==> src/rtl/mpu_common.sv <==
// Shared MPU constants and types for the allocation control table (ACT)
// and for the allocator that claims its entries.
package mpu_common;

    localparam int ADDR_WIDTH       = 16;
    localparam int CORE_ID_WIDTH    = 4;
    localparam int BLOCK_COUNT_BITS = 4;
    localparam int REGION_SHIFT     = 6;
    localparam int BLOCK_COUNT      = 1 << BLOCK_COUNT_BITS;
    localparam int BLOCK_SIZE       = 1 << REGION_SHIFT;

    typedef struct packed {
        logic                        valid;
        logic [CORE_ID_WIDTH-1:0]    owner;
        logic [BLOCK_COUNT_BITS-1:0] reservation_id;
    } entry_t;

    typedef enum logic [2:0] {
        ALLOC_IDLE,
        ALLOC_READ,
        ALLOC_WAIT,
        ALLOC_CHECK,
        ALLOC_WRITE,
        ALLOC_RESULT
    } alloc_state_t;

    typedef enum logic [1:0] {
        ALLOC_NO_ERROR,
        ALLOC_ZERO_SIZE,
        ALLOC_NO_RESERVATION,
        ALLOC_NO_SPACE
    } alloc_error_t;

endpackage

==> src/rtl/alloc.sv <==
// First-fit block allocator: scans the ACT for N consecutive free blocks,
// claims them under a reservation ID and reports the region base address.
module alloc
    import mpu_common::*;
(
    input  logic                        clk,
    input  logic                        rst,
    input  logic                        cs,
    input  logic [ADDR_WIDTH-1:0]       size,
    input  logic [CORE_ID_WIDTH-1:0]    core_id,
    input  logic [BLOCK_COUNT_BITS-1:0] reservation_id_in,
    input  logic                        reservation_valid,
    output logic                        reservation_dequeue,
    input  entry_t                      act_rdata,
    output logic                        act_cs,
    output logic                        act_we,
    output logic [BLOCK_COUNT_BITS-1:0] act_addr,
    output entry_t                      act_wdata,
    output logic [ADDR_WIDTH-1:0]       addr_out,
    output logic                        bsy,
    output logic                        rdy,
    output alloc_error_t                err
);

    alloc_state_t                state, state_n;
    logic [BLOCK_COUNT_BITS-1:0] idx, idx_n, run_start, run_start_n, wptr, wptr_n;
    logic [BLOCK_COUNT_BITS:0]   run_len, run_len_n, wcnt, wcnt_n;
    logic [ADDR_WIDTH:0]         n_reg, n_reg_n, n_calc;
    logic [CORE_ID_WIDTH-1:0]    core_reg, core_reg_n;
    logic [BLOCK_COUNT_BITS-1:0] rid_reg, rid_reg_n;
    logic                        act_cs_n, act_we_n, bsy_n, rdy_n, deq_n;
    logic [BLOCK_COUNT_BITS-1:0] act_addr_n;
    entry_t                      act_wdata_n;
    logic [ADDR_WIDTH-1:0]       addr_out_n;
    alloc_error_t                err_n;
    logic [BLOCK_COUNT_BITS:0]   len_new;
    logic [BLOCK_COUNT_BITS-1:0] start_new;
    logic                        unused_rdata;

    // Only the valid flag decides whether a block is free.
    assign unused_rdata = ^{act_rdata.owner, act_rdata.reservation_id};

    assign n_calc = ({1'b0, size} + (ADDR_WIDTH+1)'(BLOCK_SIZE - 1)) >> REGION_SHIFT;

    always_comb begin
        state_n     = state;
        idx_n       = idx;
        run_start_n = run_start;
        run_len_n   = run_len;
        wptr_n      = wptr;
        wcnt_n      = wcnt;
        n_reg_n     = n_reg;
        core_reg_n  = core_reg;
        rid_reg_n   = rid_reg;
        act_cs_n    = act_cs;
        act_we_n    = act_we;
        act_addr_n  = act_addr;
        act_wdata_n = act_wdata;
        addr_out_n  = addr_out;
        bsy_n       = bsy;
        rdy_n       = rdy;
        deq_n       = reservation_dequeue;
        err_n       = err;
        len_new     = '0;
        start_new   = run_start;

        case (state)
            ALLOC_IDLE: if (cs) begin
                core_reg_n = core_id;
                rid_reg_n  = reservation_id_in;
                n_reg_n    = n_calc;
                bsy_n      = 1'b1;
                err_n      = ALLOC_NO_ERROR;
                // Early errors park in RESULT one cycle before raising rdy.
                if (size == '0) begin
                    err_n   = ALLOC_ZERO_SIZE;
                    state_n = ALLOC_RESULT;
                end else if (!reservation_valid) begin
                    err_n   = ALLOC_NO_RESERVATION;
                    state_n = ALLOC_RESULT;
                end else if (n_calc > (ADDR_WIDTH+1)'(BLOCK_COUNT)) begin
                    err_n   = ALLOC_NO_SPACE;
                    state_n = ALLOC_RESULT;
                end else begin
                    idx_n       = '0;
                    run_start_n = '0;
                    run_len_n   = '0;
                    act_cs_n    = 1'b1;
                    act_we_n    = 1'b0;
                    act_addr_n  = '0;
                    state_n     = ALLOC_READ;
                end
            end
            ALLOC_READ: begin
                act_cs_n = 1'b0;
                state_n  = ALLOC_WAIT;
            end
            ALLOC_WAIT: state_n = ALLOC_CHECK;
            ALLOC_CHECK: begin
                if (!act_rdata.valid) begin
                    len_new   = run_len + 1'b1;
                    start_new = (run_len == '0) ? idx : run_start;
                end
                run_len_n   = len_new;
                run_start_n = start_new;
                if ((ADDR_WIDTH+1)'(len_new) == n_reg) begin
                    wptr_n  = start_new;
                    wcnt_n  = '0;
                    state_n = ALLOC_WRITE;
                end else if (idx == BLOCK_COUNT_BITS'(BLOCK_COUNT - 1)) begin
                    err_n   = ALLOC_NO_SPACE;
                    rdy_n   = 1'b1;
                    state_n = ALLOC_RESULT;
                end else begin
                    idx_n      = idx + 1'b1;
                    act_cs_n   = 1'b1;
                    act_we_n   = 1'b0;
                    act_addr_n = idx + 1'b1;
                    state_n    = ALLOC_READ;
                end
            end
            ALLOC_WRITE: begin
                if ((ADDR_WIDTH+1)'(wcnt) != n_reg) begin
                    act_cs_n    = 1'b1;
                    act_we_n    = 1'b1;
                    act_addr_n  = wptr;
                    act_wdata_n = '{valid: 1'b1, owner: core_reg, reservation_id: rid_reg};
                    wptr_n      = wptr + 1'b1;
                    wcnt_n      = wcnt + 1'b1;
                end else begin
                    act_cs_n   = 1'b0;
                    act_we_n   = 1'b0;
                    addr_out_n = ADDR_WIDTH'(run_start) << REGION_SHIFT;
                    deq_n      = 1'b1;
                    rdy_n      = 1'b1;
                    state_n    = ALLOC_RESULT;
                end
            end
            ALLOC_RESULT: begin
                if (!rdy) begin
                    rdy_n = 1'b1;
                end else begin
                    rdy_n   = 1'b0;
                    deq_n   = 1'b0;
                    bsy_n   = 1'b0;
                    state_n = ALLOC_IDLE;
                end
            end
            default: state_n = ALLOC_IDLE;
        endcase
    end

    always_ff @(posedge clk) begin
        if (rst) begin
            state               <= ALLOC_IDLE;
            idx                 <= '0;
            run_start           <= '0;
            run_len             <= '0;
            wptr                <= '0;
            wcnt                <= '0;
            n_reg               <= '0;
            core_reg            <= '0;
            rid_reg             <= '0;
            act_cs              <= 1'b0;
            act_we              <= 1'b0;
            act_addr            <= '0;
            act_wdata           <= '0;
            addr_out            <= '0;
            bsy                 <= 1'b0;
            rdy                 <= 1'b0;
            reservation_dequeue <= 1'b0;
            err                 <= ALLOC_NO_ERROR;
        end else begin
            state               <= state_n;
            idx                 <= idx_n;
            run_start           <= run_start_n;
            run_len             <= run_len_n;
            wptr                <= wptr_n;
            wcnt                <= wcnt_n;
            n_reg               <= n_reg_n;
            core_reg            <= core_reg_n;
            rid_reg             <= rid_reg_n;
            act_cs              <= act_cs_n;
            act_we              <= act_we_n;
            act_addr            <= act_addr_n;
            act_wdata           <= act_wdata_n;
            addr_out            <= addr_out_n;
            bsy                 <= bsy_n;
            rdy                 <= rdy_n;
            reservation_dequeue <= deq_n;
            err                 <= err_n;
        end
    end

endmodule

==> config.mk <==
export PLATFORM = sky130hd
export DESIGN_NAME = alloc
export DESIGN_NICKNAME = d
export VERILOG_FILES = /design/src/rtl/mpu_common.sv /design/src/rtl/alloc.sv
export SDC_FILE = /design/constraint.sdc
export NUM_CORES = 1
export LEC_CHECK = 0
export CELL_PAD_IN_SITES_DETAIL_PLACEMENT = 1
export CELL_PAD_IN_SITES_GLOBAL_PLACEMENT = 1
export CORE_MARGIN = 2
export CORE_UTILIZATION = 40
export CTS_CLUSTER_SIZE = 25
export DETAILED_ROUTE_END_ITERATION = 10
export HOLD_SLACK_MARGIN = 0.1
export PLACE_DENSITY = 0.88
export SYNTH_ARGS = -nofsm -noshare
export SYNTH_HDL_FRONTEND = slang
export SYNTH_SLANG_ARGS = --single-unit
==> constraint.sdc <==
create_clock -name clk -period 4.4 [get_ports clk]
set_input_delay 0.66 -clock clk [delete_from_list [all_inputs] [get_ports clk]]
set_output_delay 0.66 -clock clk [all_outputs]
set_load 0.02 [all_outputs]
# --- After elaboration in Yosys (flattened, before gate mapping) ---
# Cells that the tools add are included.
word_totals:
  ff_bits: 68
  input_bits: 37
  elab_cells: 135
classes:
  n_addsub: 5
  magnitude_cmp: 1
  n_eq_ne: 19
  n_mux: 65
  bitwise_logic: 1
  reduce_logical: 24
op_table:
  columns: ["op", "count"]
  rows:
  - ["$mux 4", 11]
  - ["$mux 5", 8]
  - ["$mux 3", 8]
  - ["$pmux 4 s2", 3]
  - ["$ne 2x2->1 const B", 11]
  - ["$reduce_and 7->1", 3]
  - ["$pmux 5 s2", 2]
  - ["$mux 1", 19]
  - ["$pmux 3 s6", 1]
  - ["$add 16x6->17 const B", 1]
  - ["$logic_not 16->1", 1]
  - ["$mux 2", 6]
  - ["$pmux 4 s3", 1]
  - ["$reduce_and 3->1", 4]
  - ["$eq 5x11->1", 1]
  - ["$gt 11x5->1 const B", 1]
  - ["$ne 5x11->1", 1]
  - ["$add 5x1->5 const B", 2]
  - ["$add 4x1->4 const B", 2]
  - ["$reduce_and 4->1", 2]
  - ["$reduce_and 8->1", 1]
  - ["$reduce_bool 2->1", 4]
  - ["$eq 3x2->1 const B", 2]
  - ["$eq 3x3->1 const B", 2]
  - ["other kinds (13)", 18]

# --- Logic depth before layout (Yosys ltp) ---
# Gate-level depths: netlist of the first run.
logic_depth:
  ltp_word: 7
  depth_mapped: 9
  depth_no_buf: 9

# --- Worst setup path before layout of the first run ---
# No wires, ideal clock.
synth_timing:
  path_type: "in2reg"
  from: "input size[0]"
  to: "register act_addr[1]"
  t_arrival_ns: 2.440
  path_slack_ns: 1.874
  path_stages: 7
  n_path_buf: 0
  cell_sequence: "or4_4 > o311a_4 > a41oi_2 > o21ai_2 > a211oi_4 > nor2_1 > a211oi_1"
synth_between:
  elab_chain_cells: 4
  elab_cells_between_ends: 6
synth_rtl:
  columns: ["element", "line", "source"]
  rows:
  - ["start, declared", "alloc.sv:9", "input logic [ADDR_WIDTH-1:0] size,"]
  - ["$add 16x6->17", "alloc.sv:43", "assign n_calc = ({1'b0, size} + (ADDR_WIDTH+1)'(BLOCK_SIZE - 1)) >> REGION_SHIFT;"]
  - ["$gt 11x5->1", "alloc.sv:81", "end else if (n_calc > (ADDR_WIDTH+1)'(BLOCK_COUNT)) begin"]
  - ["$ne 2x2->1 (no line)", null, null]
  - ["$reduce_and 8->1 (no line) *", null, null]
  - ["end signal, assigned", "alloc.sv:185", "act_addr <= act_addr_n;"]
  - ["end, declared", "alloc.sv:17", "output logic [BLOCK_COUNT_BITS-1:0] act_addr,"]
# Every way passes the cells marked *; elsewhere a longest branch is shown, timed or not.
# A chain may end at the register's enable or synchronous reset.

# --- Worst setup path after layout of the first run ---
layout_timing:
  from: "input size[0]"
  to: "register run_len[1]"
layout_between:
  elab_chain_cells: 4
  elab_cells_between_ends: 6
layout_rtl:
  columns: ["element", "line", "source"]
  rows:
  - ["$add 16x6->17", "alloc.sv:43", null]
  - ["$gt 11x5->1", "alloc.sv:81", null]
  - ["$ne 2x2->1 (no line)", null, null]
  - ["$reduce_and 5->1 (no line) *", null, null]
  - ["end signal, assigned", "alloc.sv:177", "run_len <= run_len_n;"]
  - ["end, declared", "alloc.sv:27", "logic [BLOCK_COUNT_BITS:0] run_len, run_len_n, wcnt, wcnt_n;"]
# Marks and branches as above.

==> reports/metrics.yaml, run 1 <==
status:
  outcome: "complete, no violations"
min_path:
  hold_path_startpoint: "bsy"
  hold_path_class: "register to register"
setup_path:
  slowest_stage: "a21oi_1"
  cpPeakStageDelay_ns: 0.59
  path_max_fanout: 6
  reg2reg_setup_slack_ns: 1.69
  critPathLaunch: "size[0]"
  cp-end-kind: "register"
  r2r-start: "run_len[0]"
  crit_family: "compound AO/OA/AOI/OAI gates"
  required_ns: 4.69
  crit_arrival_ns: 3.37
  path_cells: "clkdlybuf4s50_1 -> or4_4 -> o311ai_1 -> nor4b_1 -> o21a_1 -> a21oi_1 -> a22oi_1 -> nor2_1"
  start_kind: "primary input"
  crit_buf_inv: 1
  crit_type: "primary input to register"
sta:
  drv_slew: 0
  setup_viol: 0
  rsz0062_at_grt: "false"
  hold_viol: 0
  finalClockSkew_ns: 0.01198
  timing.fmax_mhz: 324.1
  fin_crit_sh_pct: 70.12
  worst_slew_pin_slew_ns: 0.7344
  slew_headroom_pct: 50.86
  setup-tns-final_ns: 0
  finalCriticalPeriod_ns: 3.085
floorplan:
  dieArea_mm2: 0.009588
  io_pins: 73
  rows: 34
  die_h_um: 97.92
  floorplan.initialDensity_pct: 40.86
  core_mm2: 0.008636
  die_w_um: 97.92
power:
  leakage_uw: 0.001550
  peakVddDrop_v: 0.0002237
  p_sw_uw: 849.0
  intPower_uw: 1255
  power.density_mw_per_mm2: 494.7
  clockPowerShare_pct: 21.8
  combinationalPowerShare_pct: 38.7
  p_seq_share_pct: 39.5
  p_sw_share_pct: 40.35
cells_and_area:
  area_growth_pct: 20.53
  drive_gt1_share_pct: 6.939
  largest_reg_flops: 11
  post-route-util_pct: 49.25
  antennaDiodeCount: 0
  nets: 527
global_routing:
  grt_overflow_total: 0
  grt_usage_pct: 20.42
  grt_pass1_wl_um: 16230
  grt_max_degree: 60
  grt_pass1_vias: 3418
  antenna_found_initial: 0
clock_network:
  numCtsBuffers: 9
  ctsLongestPathBuffers: 2
  clock_latency_ns: 0.35
  postCtsSetupBuffers: 0
  cts_resized: 0
  path_clk_slew_ns: 0.07
  cts_hold_buf: 0
  cts_root_buf: "clkbuf_8"
  cts_sinks: 68
  htreeDepth: 3
  cts_tree: "built"
synthesis:
  yosysSeqAreaShare_pct: 38.58
  synth_area_mm2: 0.003528
  yosys.area.top_type: "dfxtp_1"
  synth_top_area_share_pct: 38.58
  ys.flop_type: "dfxtp_1"
  yosys.area_share.simple_pct: 25.50
  yosysWarnings: 0
  synth_xor_area_share_pct: 5.957
  ys_async_sr_fraction_pct: 0
  synth_compound_area_share_pct: 18.65
  synth_edf_count: 0
  ys_types: 61
  synth_area_per_cell_um2: 8.037
  synth_top_family_by_area: "simple AND/OR/NAND/NOR gates"
  ys_ff_latch: 68
  synthTopCellsByArea: "dfxtp_1 39%, nor2_1 7.0%, nand2_1 6.3%"
  synthAdderAreaFrac_pct: 1.773
  synthCells: 439
  synth_mux_area_share_pct: 3.723
detailed_routing:
  vias: 3310
  drt_wl_total_um: 9601
  antenna_left: 0
  route.detailed.drc: 0
  drtPass1Iterations: 4
  vias_per_cell: 5.535
  wire_per_inst_um: 16.06
  drt_iter0_markers: 139
placed_design:
  finalWeightedCongestion: 0.8336
  dpl.hpwl_um: 6836
  portBuffers: 52
job:
  drv_cap: 0
## power by group through the flow
stage	sequential (uW)	clock, uW	combinational [uW]
final	830	459	815
after CTS	828	467	820
after detailed placement	841	0	812
after global placement	834	0	785
after floorplan	844	0	543
after global routing	846	494	901
## worst paths after layout
path | end | depth (start not counted)
setup / recovery | run_len[1] | 8
hold reg to reg | bsy | 2
hold / removal | bsy | 2
setup reg to reg | wptr[2] | 9
## synthesized netlist by cell type (2+ instances only)
cell type  instances
a211oi_1          15
xnor2_1           10
or3_1              4
and3_1             6
nand2_1           59
ha_1               5
inv_1              9
dfxtp_1           68
o21ai_1            3
a31oi_1            4
or3b_2             2
buf_2              2
clkbuf_1          18
nor3b_1            2
o21ai_0            7
xor2_1            14
o22ai_1            4
nor3_1             8
nor4_1             5
o21a_1             2
or4_4              2
or2_1              2
nand3_1            9
a311oi_1           4
a22oi_1            3
a21oi_1           42
nor2b_1            4
nand4_1            6
nor2_1            66
buf_4             12
mux2i_1           12
## tightest hold or removal path: stages, from the launching register on
cell and delay (ns):
dfxtp_1 0.31, nand2_1 0.05, a21oi_1 0.05
## cell type report
class / count / area [um^2]
well taps: 108 / 135.1
flip-flops and latches: 68 / 1361
repair buffers: 56 / 545.5
fillers: 1072 / 4383
clock buffers: 12 / 145.1
multi-input cells: 341 / 2007
inverters: 9 / 33.78
clock inverters: 4 / 25.02
## placed cells by master (no fill, tap or decap), types with 6 or more instances in the layout
| cell | synthesis | final |
|---|---|---|
| inv_1 | 9 | 9 |
| o21ai_0 | 7 | 7 |
| clkbuf_8 | 0 | 10 |
| clkdlybuf4s50_1 | 0 | 51 |
| xor2_1 | 14 | 14 |
| conb_1 | 1 | 12 |
| dfxtp_1 | 68 | 68 |
| a21oi_1 | 42 | 42 |
| nand3_1 | 9 | 9 |
| and3_1 | 6 | 6 |
| xnor2_1 | 10 | 10 |
| nand4_1 | 6 | 6 |
| mux2i_1 | 12 | 12 |
| nor2_1 | 66 | 66 |
| nand2_1 | 59 | 59 |
| nor3_1 | 8 | 8 |
| a211oi_1 | 15 | 15 |
## metrics by stage
stage / setup slack, ns / cells / total power [uW] / area, um^2 / hold slack [ns]
3_5_place_dp: 0.9888 / 582 / 1653 / 4083 / 0.4499
2_1_floorplan: 1.874 / 450 / 1387 / 3570 / 0.4321
5_1_grt: 1.112 / 598 / 2241 / 4253 / 0.4748
6_report: 1.315 / 598 / 2104 / 4253 / 0.4571
4_1_cts: 1.301 / 598 / 2115 / 4253 / 0.4558
3_3_place_gp: 1.064 / 582 / 1619 / 4083 / 0.4415
## kinds of logic after synthesis
logic type | count (synthesis)
AND/OR/NAND/NOR | 188
flip-flops | 68
multiplexers | 13
adder cells (fa/ha/maj) | 5
XOR/XNOR | 24
AO/OA/AOI/OAI | 99
buffers and inverters | 41
other | 1
## layer usage
| layer | part of all wire, % | GRT usage (%) | up-vias |
|---|---|---|---|
| li1 | - | - | 1610 |
| met1 | 46 | 25.39 | 1618 |
| met2 | 49 | 34.51 | 67 |
| met3 | 3.9 | 5.225 | 15 |
| met4 | 1.3 | 6.838 | 0 |
| met5 | 0 | 0 | - |
No activity file was read; power rests on OpenSTA's default activity.
==> inputs of run 2 (changes only) <==
Settings changed: CORE_UTILIZATION 40 to 38, PLACE_DENSITY 0.88 to 0.85.
Clock period 4.4 ns to 3 ns, I/O delays scaled along.
==> run 2 against run 1 <==
Critical path depth unchanged. Setup slack got worse by 1.1 ns. Routed wire length increased by 5.4%. Critical endpoint is now wptr[2]. Clock skew is 0.0051 ns lower. Non-clock buffer count grew 10. Sequential power is 47% higher. Critical path type unchanged. Sequential share of layout area is 1.2 points lower. Largest power group is now combinational logic. Clock-buffer cell count down 3.
==> reports/metrics.yaml, run 2 (same netlist as run 1, synthesis figures left out) <==
detailed_routing:
  wire_per_inst_um: 16.57  # +3.2%
  vias: 3336  # +0.79%
  drt_wl_total_um: 10120  # +5.4%
  drtPass1Iterations: 4  # unchanged
  drt_iter0_markers: 111  # -20%
  vias_per_cell: 5.460  # -1.4%
  antenna_left: 0  # unchanged
  route.detailed.drc: 0  # unchanged
cells_and_area:
  final_common_cell: "dfxtp_1"
  post-route-util_pct: 48.45  # -0.80 points
  area_growth_pct: 25.07
  drive_gt1_share_pct: 9.400  # +2.5 points
  antennaDiodeCount: 0  # unchanged
  largest_reg_flops: 11  # unchanged
  design_area_mm2: 0.004413  # +3.8%
  nets: 537  # +1.9%
  mostFrequentLayoutCells: "68 x dfxtp_1, 66 x nor2_1, 59 x nand2_1"
global_routing:
  antenna_found_initial: 0  # unchanged
  grt_usage_pct: 21.38  # +0.96 points
  grt_pass1_wl_um: 17040  # +5.0%
  grt_overflow_total: 0  # unchanged
  grt_pass1_vias: 3451  # +0.97%
  grt_max_degree: 39  # -35%
floorplan:
  die_h_um: 100.4  # +2.5%
  rows: 35  # +2.9%
  floorplan.initialDensity_pct: 38.74  # -2.1 points
  core_mm2: 0.009109  # +5.5%
  dieArea_mm2: 0.01007  # +5.0%
  die_w_um: 100.4  # +2.5%
  io_pins: 73  # unchanged
placed_design:
  dpl.hpwl_um: 7248  # +6.0%
  place_area_mm2: 0.004161  # +1.9%
  finalWeightedCongestion: 0.8025  # -3.7%
  portBuffers: 52  # unchanged
sta:
  slew_headroom_pct: 59.48  # +8.6 points
  finalClockSkew_ns: 0.006888  # -0.005088 ns
  fin_crit_sh_pct: 92.52
  finalCriticalPeriod_ns: 2.776
  whs_ns: 0.4566  # -0.0004330 ns
  timing.fmax_mhz: 360.3
  rsz0062_at_grt: "false"
  worst_slew_pin_slew_ns: 0.6032  # -0.1311 ns
  setup_viol: 0  # unchanged
  drv_slew: 0  # unchanged
  hold_viol: 0  # unchanged
power:
  leakage_uw: 0.001635  # +5.5%
  p_seq_share_pct: 35.6  # -3.9 points
  power.density_mw_per_mm2: 775.0  # +57%
  combinationalPowerShare_pct: 36.8  # -1.9 points
  p_sw_share_pct: 38.33  # -2.0 points
  p_sw_uw: 1311  # +54%
  peakVddDrop_v: 0.0004459  # +99%
  finalPower_uw: 3420  # +63%
  clockPowerShare_pct: 27.6  # +5.8 points
  intPower_uw: 2109  # +68%
setup_path:
  slowest_stage: "clkdlybuf4s50_1"
  crit_family: "simple AND/OR/NAND/NOR gates"
  crit_type: "primary input to register"
  crit_arrival_ns: 3.03  # -0.34 ns
  start_kind: "primary input"
  required_ns: 3.26  # -1.43 ns
  crit_buf_inv: 1  # unchanged
  path_max_fanout: 11  # +5
  cp-end-kind: "register"
  cpPeakStageDelay_ns: 0.58  # about the same
  path_cells: "clkdlybuf4s50_1 -> o21a_1 -> nor4_1 -> mux2i_1 -> nor4_4 -> or2b_2 -> o21ai_1 -> a32o_1"
clock_network:
  cts_hold_buf: 0  # unchanged
  cts_sinks: 68  # unchanged
  numCtsBuffers: 9  # unchanged
  clock_latency_ns: 0.36  # about the same
  ctsLongestPathBuffers: 2  # unchanged
  cts_tree: "built"
  htreeDepth: 3  # unchanged
  cts_root_buf: "clkbuf_8"
  postCtsSetupBuffers: 0  # unchanged
  path_clk_slew_ns: 0.08  # about the same
job:
  drv_cap: 0  # unchanged
min_path:
  hold_path_class: "register to register"
status:
  outcome: "complete, no violations"
## run 2: metal layers
layer | vias to the layer above | track usage, % | wire length, um
met3 | 20 | 4.596 | 339
met1 | 1624 | 25.62 | 4379
met4 | 0 | 6.744 | 180
met5 | - | 0 | 0
li1 | 1635 | - | -
met2 | 57 | 38.05 | 5224
## run 2: worst register-to-register path, cell delays in order, from the launching register on
cell,delay [ns]
dfxtp_1,0.44
inv_1,0.08
ha_1,0.36
nand2_1,0.07
nor4_1,0.31
a211oi_2,0.14
nor4_4,0.61
or2b_2,0.27
o21ai_1,0.08
a32o_1,0.25
## run 2: path summary, 6_finish.rpt
check / from / to / slack, ns / cells after the start
worst min-delay path: rid_reg[1] / act_wdata[1] / 0.46 / 2
worst max register to register: run_len[0] / wptr[2] / 0.28 / 9
worst max-delay path: act_rdata[8] / wptr[2] / 0.22 / 8
worst min register to register: rid_reg[1] / act_wdata[1] / 0.46 / 2
## run 2: power by group through the flow
stage                     registers, uW  clock network [uW]  logic [uW]
after floorplan                    1240                   0         796
after global placement             1220                   0        1190
after detailed placement           1230                   0        1240
after CTS                          1220                 964        1260
after global routing               1240                1010        1380
final                              1220                 946        1260
## run 2: cell type report
| type | instances | area [um^2] |
|---|---|---|
| Fill cell | 1109 | 4696 |
| Multi-Input combinational cell | 341 | 2012 |
| Inverter | 9 | 33.78 |
| Timing Repair Buffer | 66 | 620.6 |
| Clock inverter | 7 | 122.6 |
| Clock buffer | 9 | 123.9 |
| Tap cell | 111 | 138.9 |
| Sequential cell | 68 | 1361 |
## run 2: per-stage QoR
step | TNS, ns | worst slack, ns | cells
after CTS | 0 | 0.2276 | 611
final | 0 | 0.2243 | 611
after global placement | 0 | 0.09216 | 595
after detailed placement | -0.06810 | -0.03695 | 595
after global routing | 0 | 0.02770 | 611
after floorplan | 0 | 0.6841 | 450
## run 2: timing repair
action                                  CTS  global route
resized for setup                         0             1
endpoints found under the setup margin    0             1
hold endpoints to repair                  0             0
==> inputs of run 3 (changes only) <==
Settings changed: CORE_UTILIZATION 38 to 39, CTS_BUF_LIST set to sky130_fd_sc_hd__clkbuf_8, GPL_TIMING_DRIVEN set to 0, PLACE_DENSITY 0.85 to 0.86.
==> run 3 against run 2 <==
Clock-buffer cell count is the same. Non-clock buffer count grew 17. Clock skew grew 0.0046 ns. Critical path depth grew 1. Design area grew 1.6%. Sequential power shrank 3%. Clock power is essentially flat. Total power grew 1.1%. Final cell count grew 2.5%. Fmax shrank 0.45%. Sequential share of layout area shrank 0.48 points. Register-to-register slack gained 0.02 ns.
==> reports/metrics.yaml, run 3 (same netlist as run 1, synthesis figures left out) <==
status:
  outcome: "complete, no violations"
power:
  clockPowerShare_pct: 27.3  # -0.3 points
  intPower_uw: 2100  # -0.44%
  leakage_uw: 0.001660  # +1.5%
  power.density_mw_per_mm2: 771.6  # -0.43%
  p_seq_share_pct: 34.1  # -1.5 points
  p_sw_uw: 1360  # +3.7%
  p_sw_share_pct: 39.30  # +0.97 points
  peakVddDrop_v: 0.0003641  # -18%
  combinationalPowerShare_pct: 38.6  # +1.8 points
clock_network:
  cts_sinks: 68  # unchanged
  clock_latency_ns: 0.35  # about the same
  cts_resized: 0  # unchanged
  cts_tree: "built"
  htreeDepth: 3  # unchanged
  numCtsBuffers: 9  # unchanged
  postCtsSetupBuffers: 0  # unchanged
  path_clk_slew_ns: 0.09  # about the same
  cts_root_buf: "clkbuf_8"
  ctsLongestPathBuffers: 2  # unchanged
  cts_hold_buf: 0  # unchanged
placed_design:
  dpl.hpwl_um: 7913  # +9.2%
  portBuffers: 51  # -1.9%
  finalWeightedCongestion: 0.8604  # +7.2%
min_path:
  whs_endpoint: "act_wdata[0]"
  holdPathStages: 2  # unchanged
  hold_path_class: "register to register"
  hold_path_startpoint: "rid_reg[0]"
floorplan:
  die_w_um: 99.12  # -1.2%
  core_mm2: 0.008763  # -3.8%
  rows: 34  # -2.9%
  die_h_um: 99.12  # -1.2%
  io_pins: 73  # unchanged
  floorplan.initialDensity_pct: 40.26  # +1.5 points
  dieArea_mm2: 0.009824  # -2.5%
setup_path:
  crit_type: "primary input to register"
  crit_arrival_ns: 3.03  # about the same
  path_max_fanout: 10  # -1
  reg2reg_setup_slack_ns: 0.30  # +0.02 ns
  required_ns: 3.25  # about the same
  start_kind: "primary input"
  r2r-start: "run_len[0]"
  reg2reg_depth: 9  # unchanged
  cp-end-kind: "register"
  r2r-end: "idx[3]"
detailed_routing:
  route.detailed.drc: 0  # unchanged
  drt_wl_total_um: 11020  # +8.9%
  antenna_left: 0  # unchanged
  drtPass1Iterations: 4  # unchanged
  vias: 3518  # +5.5%
  drt_iter0_markers: 122  # +9.9%
  vias_per_cell: 5.620  # +2.9%
  wire_per_inst_um: 17.60  # +6.2%
cells_and_area:
  antennaDiodeCount: 0  # unchanged
  fillCellCount: 1088  # -1.9%
  nets: 555  # +3.4%
  area_growth_pct: 27.06
  final_common_cell: "dfxtp_1"
  post-route-util_pct: 51.16  # +2.7 points
  multiInputGateArea_mm2: 0.002034  # +1.1%
  largest_reg_flops: 11  # unchanged
  seq_area_mm2: 0.001361  # unchanged
  mostFrequentLayoutCells: "68 x dfxtp_1, 66 x nor2_1, 59 x nand2_1"
  drive_gt1_share_pct: 9.266  # -0.13 points
global_routing:
  grt_overflow_total: 0  # unchanged
  grt_max_degree: 13  # -67%
  grt_util_met3_pct: 3.373  # -1.2 points
  grt_pass1_wl_um: 17960  # +5.4%
  busiest_layer: "met2"
  met2_usage_pct: 40.85  # +2.8 points
  grt_pass1_vias: 3665  # +6.2%
  use_met1_pct: 27.83  # +2.2 points
  antenna_found_initial: 0  # unchanged
  grt_usage_pct: 22.64  # +1.3 points
sta:
  rsz0062_at_grt: "false"
  finalCriticalPeriod_ns: 2.788  # +0.01268 ns
  slew_headroom_pct: 54.75  # -4.7 points
  worst_slew_pin_slew_ns: 0.6740  # +0.07073 ns
  finalClockSkew_ns: 0.01151  # +0.004620 ns
  fin_crit_sh_pct: 92.95  # +0.42 points
  timing.fmax_mhz: 358.6  # -0.45%
  drv_slew: 0  # unchanged
  setup_viol: 0  # unchanged
  whs_ns: 0.4546  # -0.002015 ns
  hold_viol: 0  # unchanged
job:
  drv_cap: 0  # unchanged
-- run 3: how the worst max path moves through the flow --
stage	start	to	slack, ns
after floorplan	size[0]	act_addr[1]	0.68
after global placement	act_rdata[8]	wptr[2]	-0.13
after detailed placement	act_rdata[8]	idx[0]	-0.34
after CTS	act_rdata[8]	idx[0]	0.03
after global routing	size[0]	run_len[0]	0.007
final	act_rdata[8]	wptr[2]	0.21
-- run 3: final cells by class --
type / count / area share, %
clock inverter: 7 / 2.568
buffer: 32 / 3.768
timing repair buffer: 51 / 11.39
inverter: 9 / 0.7536
multi-input combinational: 342 / 45.38
sequential: 68 / 30.37
tap: 108 / 3.014
clock buffer: 9 / 2.763
-- run 3: layer usage --
| metal | share of wire, % | wire length (um) | vias up |
|---|---|---|---|
| met5 | 0 | 0 | - |
| met4 | 1.6 | 180 | 0 |
| met3 | 4.7 | 516 | 18 |
| met2 | 51 | 5607 | 81 |
| met1 | 43 | 4715 | 1745 |
| li1 | - | - | 1674 |
-- run 3: through the flow --
step                      setup WS [ns]  power [uW]  setup TNS (ns)  cell area [um^2]  instances
after global placement          -0.1295        2416         -0.4649              4215        609
after global routing           0.006516        3644               0              4483        626
after CTS                       0.02739        3429               0              4454        625
final                            0.2116        3459               0              4483        626
after detailed placement        -0.3409        2485          -3.651              4215        609
after floorplan                  0.6841        2034               0              3570        450
-- run 3: worst max-delay path, stage by stage --
cell and delay, ns:
clkdlybuf4s50_1 0.51, clkbuf_2 0.24, o21a_1 0.22, nor4_1 0.42
mux2i_2 0.23, nor4_4 0.41, or2b_2 0.23, o21ai_1 0.08
a32o_1 0.25
-- run 3: power groups by stage --
stage	clock network [uW]	registers [uW]	logic, uW
final	945	1180	1330
after global routing	978	1200	1460
after CTS	941	1180	1310
after detailed placement	0	1200	1290
after global placement	0	1190	1230
after floorplan	0	1240	796
